**config.mk**
```make
export PLATFORM = sky130hd
export DESIGN_NAME = uart_byte_rx
export DESIGN_NICKNAME = d
export VERILOG_FILES = /design/src/rtl/uart_byte_rx.sv
export SDC_FILE = /design/constraint.sdc
export NUM_CORES = 1
export LEC_CHECK = 0
export CORE_ASPECT_RATIO = 1.25
export CORE_MARGIN = 4
export CORE_UTILIZATION = 50
export CTS_CLUSTER_SIZE = 40
export DETAILED_ROUTE_END_ITERATION = 10
export PLACE_DENSITY_LB_ADDON = 0.08
export SLEW_MARGIN = 20
export SYNTH_ARGS = -nofsm -noshare
export SYNTH_HDL_FRONTEND = slang
export SYNTH_SLANG_ARGS = --single-unit
```
**constraint.sdc**
```tcl
create_clock -name sys_clk -period 2.41 [get_ports sys_clk]
set_input_delay 0.482 -clock sys_clk [delete_from_list [all_inputs] [get_ports sys_clk]]
set_output_delay 0.482 -clock sys_clk [all_outputs]
set_load 0.02 [all_outputs]
```
**src/rtl/uart_byte_rx.sv**
```systemverilog
// 8N1 UART byte receiver: 16x oversampling with per-frame latched divider,
// 3-sample majority voting per bit, false-start and framing-error detection.
module uart_byte_rx #(
  parameter int unsigned DIV_B0 = 325,
  parameter int unsigned DIV_B1 = 162,
  parameter int unsigned DIV_B2 = 80,
  parameter int unsigned DIV_B3 = 53,
  parameter int unsigned DIV_B4 = 26
) (
  input  logic       sys_clk,
  input  logic       sys_rst,
  input  logic       uart_rx,
  input  logic [2:0] baud_set,
  output logic [7:0] data_byte,
  output logic       rx_done,
  output logic       frame_err,
  output logic       rx_state
);

  localparam logic [1:0] ST_IDLE  = 2'd0;
  localparam logic [1:0] ST_START = 2'd1;
  localparam logic [1:0] ST_DATA  = 2'd2;
  localparam logic [1:0] ST_STOP  = 2'd3;

  logic       sync1_r;
  logic       sync2_r;
  logic       prev_r;
  logic [1:0] state_r;
  logic [8:0] div_lat_r;
  logic [8:0] div_cnt_r;
  logic [3:0] sub_cnt_r;
  logic [2:0] bit_idx_r;
  logic [1:0] samp_r;
  logic [7:0] shift_r;

  logic [8:0] div_sel_s;
  logic       start_s;
  logic       tick_s;
  logic       maj_s;

  function automatic logic maj3(input logic a, input logic b, input logic c);
    return (a & b) | (a & c) | (b & c);
  endfunction

  // Divider selection, start-edge detect, sample tick and bit vote.
  always_comb begin
    case (baud_set)
      3'd1:    div_sel_s = 9'(DIV_B1);
      3'd2:    div_sel_s = 9'(DIV_B2);
      3'd3:    div_sel_s = 9'(DIV_B3);
      3'd4:    div_sel_s = 9'(DIV_B4);
      default: div_sel_s = 9'(DIV_B0);
    endcase
    start_s = (state_r == ST_IDLE) && prev_r && !sync2_r;
    tick_s  = rx_state && (div_cnt_r == div_lat_r);
    maj_s   = maj3(samp_r[0], samp_r[1], sync2_r);
  end

  // Two-flop synchronizer plus edge-detect history; idles high like the line.
  always_ff @(posedge sys_clk or negedge sys_rst) begin
    if (!sys_rst) begin
      sync1_r <= 1'b1;
      sync2_r <= 1'b1;
      prev_r  <= 1'b1;
    end else begin
      sync1_r <= uart_rx;
      sync2_r <= sync1_r;
      prev_r  <= sync2_r;
    end
  end

  // Sample-tick divider and 16-step sub-tick counter, held at zero in IDLE.
  always_ff @(posedge sys_clk or negedge sys_rst) begin
    if (!sys_rst) begin
      div_cnt_r <= 9'd0;
      sub_cnt_r <= 4'd0;
    end else if (state_r == ST_IDLE) begin
      div_cnt_r <= 9'd0;
      sub_cnt_r <= 4'd0;
    end else if (tick_s) begin
      div_cnt_r <= 9'd0;
      sub_cnt_r <= sub_cnt_r + 4'd1;
    end else begin
      div_cnt_r <= div_cnt_r + 9'd1;
    end
  end

  // First two votes of each bit; the third is taken live at sub-tick 9.
  always_ff @(posedge sys_clk or negedge sys_rst) begin
    if (!sys_rst) begin
      samp_r <= 2'b00;
    end else if (tick_s && (sub_cnt_r == 4'd7)) begin
      samp_r[0] <= sync2_r;
    end else if (tick_s && (sub_cnt_r == 4'd8)) begin
      samp_r[1] <= sync2_r;
    end
  end

  // Frame FSM; stop bit is judged mid-bit so back-to-back frames are caught.
  always_ff @(posedge sys_clk or negedge sys_rst) begin
    if (!sys_rst) begin
      state_r   <= ST_IDLE;
      rx_state  <= 1'b0;
      div_lat_r <= 9'd0;
      bit_idx_r <= 3'd0;
      shift_r   <= 8'd0;
      data_byte <= 8'd0;
      rx_done   <= 1'b0;
      frame_err <= 1'b0;
    end else begin
      rx_done   <= 1'b0;
      frame_err <= 1'b0;
      case (state_r)
        ST_IDLE: begin
          if (start_s) begin
            state_r   <= ST_START;
            rx_state  <= 1'b1;
            div_lat_r <= div_sel_s;
            bit_idx_r <= 3'd0;
          end
        end
        ST_START: begin
          if (tick_s && (sub_cnt_r == 4'd9) && maj_s) begin
            state_r  <= ST_IDLE;
            rx_state <= 1'b0;
          end else if (tick_s && (sub_cnt_r == 4'd15)) begin
            state_r   <= ST_DATA;
            bit_idx_r <= 3'd0;
          end
        end
        ST_DATA: begin
          if (tick_s && (sub_cnt_r == 4'd9)) begin
            shift_r[bit_idx_r] <= maj_s;
          end else if (tick_s && (sub_cnt_r == 4'd15)) begin
            if (bit_idx_r == 3'd7) begin
              state_r <= ST_STOP;
            end else begin
              bit_idx_r <= bit_idx_r + 3'd1;
            end
          end
        end
        ST_STOP: begin
          if (tick_s && (sub_cnt_r == 4'd9)) begin
            if (maj_s) begin
              data_byte <= shift_r;
              rx_done   <= 1'b1;
            end else begin
              frame_err <= 1'b1;
            end
            state_r  <= ST_IDLE;
            rx_state <= 1'b0;
          end
        end
        default: begin
          state_r  <= ST_IDLE;
          rx_state <= 1'b0;
        end
      endcase
    end
  end

endmodule

```
==> impl_results.md, run 1 <==
* Count leader, synth: dfrtp_1
* Multi-input gate area at 1270 sq um
* Post-synth top area share at 0.457
* Final Cycle Share at 0.904
* Design area at 2930 sq um
* DR WL/cell at 16.6 um
* Clock Tree Root: clkbuf_8
* PwrDens at 687 nW/um^2
* Max Fclk at 459 MHz
* Mapped Area at 2570 sq um
* Primary FF master, synth: dfrtp_1
* Die Y at 88.2 um
* Final GP Congestion at between 0.8 and 0.9
* Worst min path class: in -> async
* Relative slew slack at 0.695
* Number of gates resized after cts at 0
* Simple-gate area share of the yosys netlist at 0.218
* Ant diodes at 0
* Hold Vio Cnt, Final at 0
* Grt peak-use layer: met2
* Remaining Overflow, GRT at 0
* Core Region at 4870 sq um
* Post-Place Cells at roughly 310
* Utilization after layout at 0.601
* Max clock buf depth at 2
* Setup TNS at 0 ns
* Initial antenna violation count at 0
* Initial core utilization at 0.529
* IO Port Bufs at 16
* Final wirelength at 5.25 mm
* Setup CP Type: reg -> reg
* Syn Area/Cell at roughly 11 sq um
* Max Slew Vio Count at 0
* Fill cell count at 404
* I/O Pins at 17
* Hold Buf Count CTS at 0
* Pre-antenna DRT Iters at 4
* Arr. time, crit path at 2.38 ns
* Worst IR drop on VDD at 0.397 mV
* Internal Power at about 1.3 mW
* Post-synth top cells: dfrtp_1 (47), mux2_2 (18), nand2_1 (17)
* Cells after Synth at 233
* WHS at roughly 0.034 ns
* Avg Vias per Cell at 5.83
* Dpl cell area at 2830 sq um
* Max-cap violations at 0
* Mux cell area share after synthesis at 0.0943
* Status: complete, no violations
* Pin count of the biggest net entering global routing at 22
* DRC at 0
* Pre-CTS setup slack at 0.280 ns
* Final antenna-violating net count at 0
* Minimum clock period at 2.18 ns
* Final setup violation count at 0
* Post-DP HPWL at 3.82 mm
* Clk_skew at 0.0137 ns
* Die area at 6370 sq um
* Die Span X at a little over 70 um
* # nets final at 267
* Number of synthesized flops with an enable pin at 0
* Area Overhead vs Synth at 13.8%
* Met2 GRT Util at 0.303
* Net Sw Power at 679 uW
* Largest family of logic cells by synthesized area: simple AND/OR/NAND/NOR gates
* CTS buffer count at 5
* RSZ-0062 raised after global routing: no
* #FFs+latches synth at 50
* Seq/Total Area, Yosys at 0.488
* Ys Warns at 0
* Clock latency on the worst-skew pair at 0.31 ns
* Worst Path Required at 2.61 ns
* Post-synth ARST share at 1.00
* Pleak at around 1.2 nW
* Adder-cell share of the synthesized area at 0.0331
* Global Route Usage Sum at 0.183
* Starting DRT DRC Count at roughly 180
* Startpoint types: flop
* Row cnt at 28
* Post-CTS setup buffer count at 0
* Synth area leader: dfrtp_1
* Sequential Power Share at 0.518
* Sw Share at 0.338
* Syn Nets at 245
* Sequential cell area at ~1300 sq um
* Routed via count at 1,843
* H-tree depth at 2
* Yosys cell types at 45
* Comb power frac at 0.220
* Proportion of layout cells with a drive suffix above 1 at 0.184
* Worst-Margin Slew at 0.455 ns
* Compound-gate portion of the synthesized area at 0.0763
* Clk slew on worst S/H paths at around 0.10 ns
* Crit-path max FO at 10
* Synth Area in XOR/XNOR at 0.0705
* Final worst slack at 0.232 ns
* Clock power frac at 0.262
* Met3 Usage GRT at 0.0273
* Kind of end point of the critical path: flop
* CTS sink count at 50
* TritonCTS clock tree: done
* M1 GR Usage at 0.243
* Tot Pwr at 2.01 mW
* Area contributors post-synth: dfrtp_1 (46%), mux2_2 (7.9%), xnor2_1 (3.7%)
* Finished Layout Cells at 316
* Vias in the first global route at roughly 1.8k
* Global-route wire length before repair at 8.98 mm
cells in the final DEF (no fill, tap or decap), types with 8 or more instances in the layout:
| cell type | n |
|---|---|
| buf_4 | 8 |
| clkdlybuf4s50_1 | 15 |
| dfrtp_1 | 47 |
| mux2_2 | 18 |
| nand2_1 | 17 |
| nand3_1 | 12 |
| nand4_1 | 10 |
| nor2_1 | 11 |
| nor4_1 | 11 |
| xnor2_1 | 11 |
routing by layer:
layer  wire length, um  up-vias  share of wire
met3               152        8          0.029
met4                91        0          0.017
met5                 0        -              0
met1              2380      891           0.45
li1                  -      908              -
met2              2620       36           0.50
power groups by stage:
stage          clock, mW  combinational [mW]  sequential, mW
2_1_floorplan          0               0.332            1.03
3_3_place_gp           0               0.434            1.06
3_5_place_dp           0               0.442            1.06
4_1_cts            0.542               0.445            1.05
5_1_grt            0.580               0.504            1.06
6_report           0.526               0.443            1.04
worst max-delay path, cell delays in order, from the launching register on:
cell and delay [ns]:
dfrtp_1 0.47, xnor2_1 0.30, nand4_2 0.35, buf_4 0.29, nor4_1 0.30, mux2_2 0.37
flip-flops by register name, indices dropped and copies added (netlist names), named ones only:
name,cells
bit_idx_r,3
data_byte,8
div_cnt_r,9
div_lat_r,8
frame_err,1
prev_r,1
rx_done,1
rx_state,1
samp_r,2
shift_r,8
state_r,1
sub_cnt_r,4
sync1_r,1
sync2_r,1
final timing paths:
kind,end,start,depth (start not counted),slack (ns)
min in group sys_clk,sync2_r,sync1_r,0,0.36
worst max-delay path,samp_r[1],div_cnt_r[1],5,0.23
worst min-delay path,asynchronous set/reset pin,sys_rst,1,0.03
worst min register to register,sync2_r,sync1_r,0,0.36
worst max register to register,samp_r[1],div_cnt_r[1],5,0.23
max in group asynchronous,prev_r,sys_rst,2,1.74
cell type report:
cell class / instances / area share
multi-input cells: 169 / 0.432
clock inverters: 2 / 0.00555
inverters: 5 / 0.00641
repair buffers: 24 / 0.0735
well taps: 60 / 0.0256
flip-flops and latches: 50 / 0.428
clock buffers: 6 / 0.0282
cells by family (layout without fill, tap and decap cells):
group,Yosys count,in the layout
DFF,50,50
adders and majority gates,7,7
xor gates and xnor gates,19,19
buffers and inverters,14,37
muxes,22,22
and+or+nand+nor,94,94
AOI/OAI and AO/OA,27,27
No activity file was read; power rests on OpenSTA's default activity.
==> run 2: changes to the inputs <==
GPL_TIMING_DRIVEN = 0   (was default)
==> run 2 against run 1 <==
Fmax is 1.3% lower; largest cell class unchanged; clock skew hardly changed; highest routed layer unchanged; die area unchanged.
==> impl_results.md, run 2 (synthesis gave the netlist of run 1 again) <==
* Status: complete, no violations
* Clock latency on the worst-skew pair at 0.31 ns (about the same)
* Minimum clock period at 2.21 ns (+0.0290 ns)
* Reg-to-reg slack, setup at 0.20 ns (-0.03 ns)
* Initial core utilization at 0.529 (unchanged)
* WHS at 0.117 ns (+0.0827 ns)
* H-tree depth at 2 (unchanged)
* Net Sw Power at 667 uW (-1.8%)
* DRC at 0 (unchanged)
* Starting DRT DRC Count at 100 (-45%)
* CTS buffer count at 5 (unchanged)
* Vias in the first global route at 1,866 (+2.5%)
* Row cnt at 28 (unchanged)
* CP Launch Point: div_cnt_r[2]
* Global Route Usage Sum at 0.179 (-0.00375)
* Commonest non-fill, non-tap cell in the layout: dfrtp_1
* Hold Vio Cnt, Final at 0 (unchanged)
* Clk_skew at 0.0134 ns (-0.000337 ns)
* IO Port Bufs at 15 (-1)
* Hold Buf Count CTS at 0 (unchanged)
* Crit-path max FO at 10 (unchanged)
* Top reg by flops: div_cnt_r
* Remaining Overflow, GRT at 0 (unchanged)
* Core Region at 4870 sq um (unchanged)
* Max clock buf depth at 2 (unchanged)
* Final Cycle Share at 0.916 (+0.0120)
* Reg-to-reg startpoint: div_cnt_r[2]
* FF-to-FF End: shift_r[3]
* Final wirelength at 5.30 mm (+1.0%)
* Pin count of the biggest net entering global routing at 33 (+50%)
* Proportion of layout cells with a drive suffix above 1 at 0.167 (-0.0169)
* Internal Power at 1.40 mW (+5.3%)
* TritonCTS clock tree: done
* Post-DP HPWL at 3.86 mm (+1.1%)
* Clk slew on worst S/H paths at 0.10 ns (about the same)
* Clock power frac at 0.286 (+0.024)
* Max Slew Vio Count at 0 (unchanged)
* Setup CP Type: reg -> reg
* Kind of end point of the critical path: flop
* Startpoint types: flop
* Global-route wire length before repair at 8.80 mm (-2.0%)
* CTS sink count at 50 (unchanged)
* Worst-Margin Slew at 0.626 ns (+0.171 ns)
* I/O Pins at 17 (unchanged)
* Max Fclk at 453 MHz (-1.3%)
* Arr. time, crit path at 2.41 ns (+0.03 ns)
* Pleak at 1.23 nW (-0.35%)
* Pre-antenna DRT Iters at 4 (unchanged)
* RSZ-0062 raised after global routing: no
* Clock Tree Root: clkbuf_8
* Ant diodes at 0 (unchanged)
* Avg Vias per Cell at 5.87 (+0.67%)
* Final GP Congestion at 0.835 (-5.4%)
* Initial antenna violation count at 0 (unchanged)
* Utilization after layout at 0.604 (+0.00257)
* Reg2reg path depth at 5 (unchanged)
* Relative slew slack at 0.580 (-0.115)
* Die Y at 88.2 um (unchanged)
* PwrDens at 704 nW/um^2 (+2.5%)
* Max-cap violations at 0 (unchanged)
* Routed via count at 1,867 (+1.3%)
* Worst Path Required at 2.62 ns (about the same)
* Setup crit end: shift_r[3]
* Area Overhead vs Synth at 14.3%
* Die area at 6370 sq um (unchanged)
* Most frequent cells in the layout: dfrtp_1 (47), mux2_2 (18), nand2_1 (17), clkdlybuf4s50_1 (14), nand3_1 (12)
* Dpl cell area at 2810 sq um (-0.57%)
* DR WL/cell at 16.7 um (+0.41%)
* Sequential Power Share at 0.501 (-0.017)
* Comb power frac at 0.213 (-0.007)
* Die Span X at 72.2 um (unchanged)
* Worst IR drop on VDD at 0.599 mV (+51%)
* Final antenna-violating net count at 0 (unchanged)
* Largest register FFs at 9 (unchanged)
* Setup TNS at 0 ns (unchanged)
* Design area at 2940 sq um (+0.43%)
* Final setup violation count at 0 (unchanged)
* Sw Share at 0.322 (-0.0154)
* Worst min path class: in -> async
* # nets final at 269 (+0.75%)
[run 2: cell types whose count changed in the layout (fill, tap and decap cells not counted), sizes merged]
cell | before | now
clkdlybuf4s50 | 15 | 14
inv | 6 | 5
buf | 9 | 3
bufinv | 0 | 1
clkbuf | 6 | 15
clkinvlp | 1 | 0
clkinv | 0 | 1
[run 2: cell type report]
type / count / area [sq um]
clock inverter: 2 / 38.8
timing repair buffer: 17 / 173
tap: 60 / 75.1
inverter: 5 / 18.8
sequential: 50 / 1250
multi-input combinational: 169 / 1270
buffer: 9 / 36.3
fill: 445 / 1930
clock buffer: 6 / 72.6
[run 2: worst max-delay path, cell delays in order (launching register included)]
cell and delay (ns):
dfrtp_1 0.45, xnor2_1 0.30, nand4_2 0.31, clkbuf_2 0.31, nor4_1 0.37, mux2_2 0.37
[run 2: power groups by stage]
stage               Combinational, mW  Sequential [mW]  Clock, mW
finish                          0.442             1.04      0.592
floorplan                       0.332             1.03          0
global placement                0.427             1.06          0
global route                    0.492             1.05      0.640
CTS                             0.441             1.04      0.608
detailed placement              0.438             1.06          0
[run 2: metrics by stage]
stage	setup WS, ns	instances	power, mW
floorplan	0.371	233	1.36
global placement	-0.601	308	1.48
detailed placement	0.0445	309	1.49
CTS	0.0321	317	2.09
global route	0.0370	318	2.18
finish	0.203	318	2.07
[run 2: worst min-delay path by stage]
stage | cells past startpoint | start | end | slack (ns)
global placement | 0 | sync1_r | sync2_r | 0.35
finish | 1 | sys_rst | rx_done | 0.12
floorplan | 0 | sys_rst | asynchronous set/reset pin | 0.19
detailed placement | 0 | sync1_r | sync2_r | 0.35
global route | 1 | sys_rst | div_cnt_r[7] | 0.14
CTS | 1 | sys_rst | frame_err | 0.12
[run 2: what timing repair did]
| action | 4_1_cts | 5_1_grt |
|---|---|---|
| setup endpoints to repair | 0 | 11 |
| resized for setup | 0 | 5 |
| setup buffers | 0 | 1 |
[run 2: layer usage]
layer	routed length, um	GRT usage	share of wire
met1	2320	0.220	0.44
met5	0	0	0
met4	89	0.0803	0.017
met3	128	0.0273	0.024
met2	2760	0.310	0.52
==> run 3: changes to the inputs <==
SKIP_LAST_GASP = 1   (was default)
==> results of run 3 <==
Same layout as run 2: the final DEF is identical, and so are final timing and power.
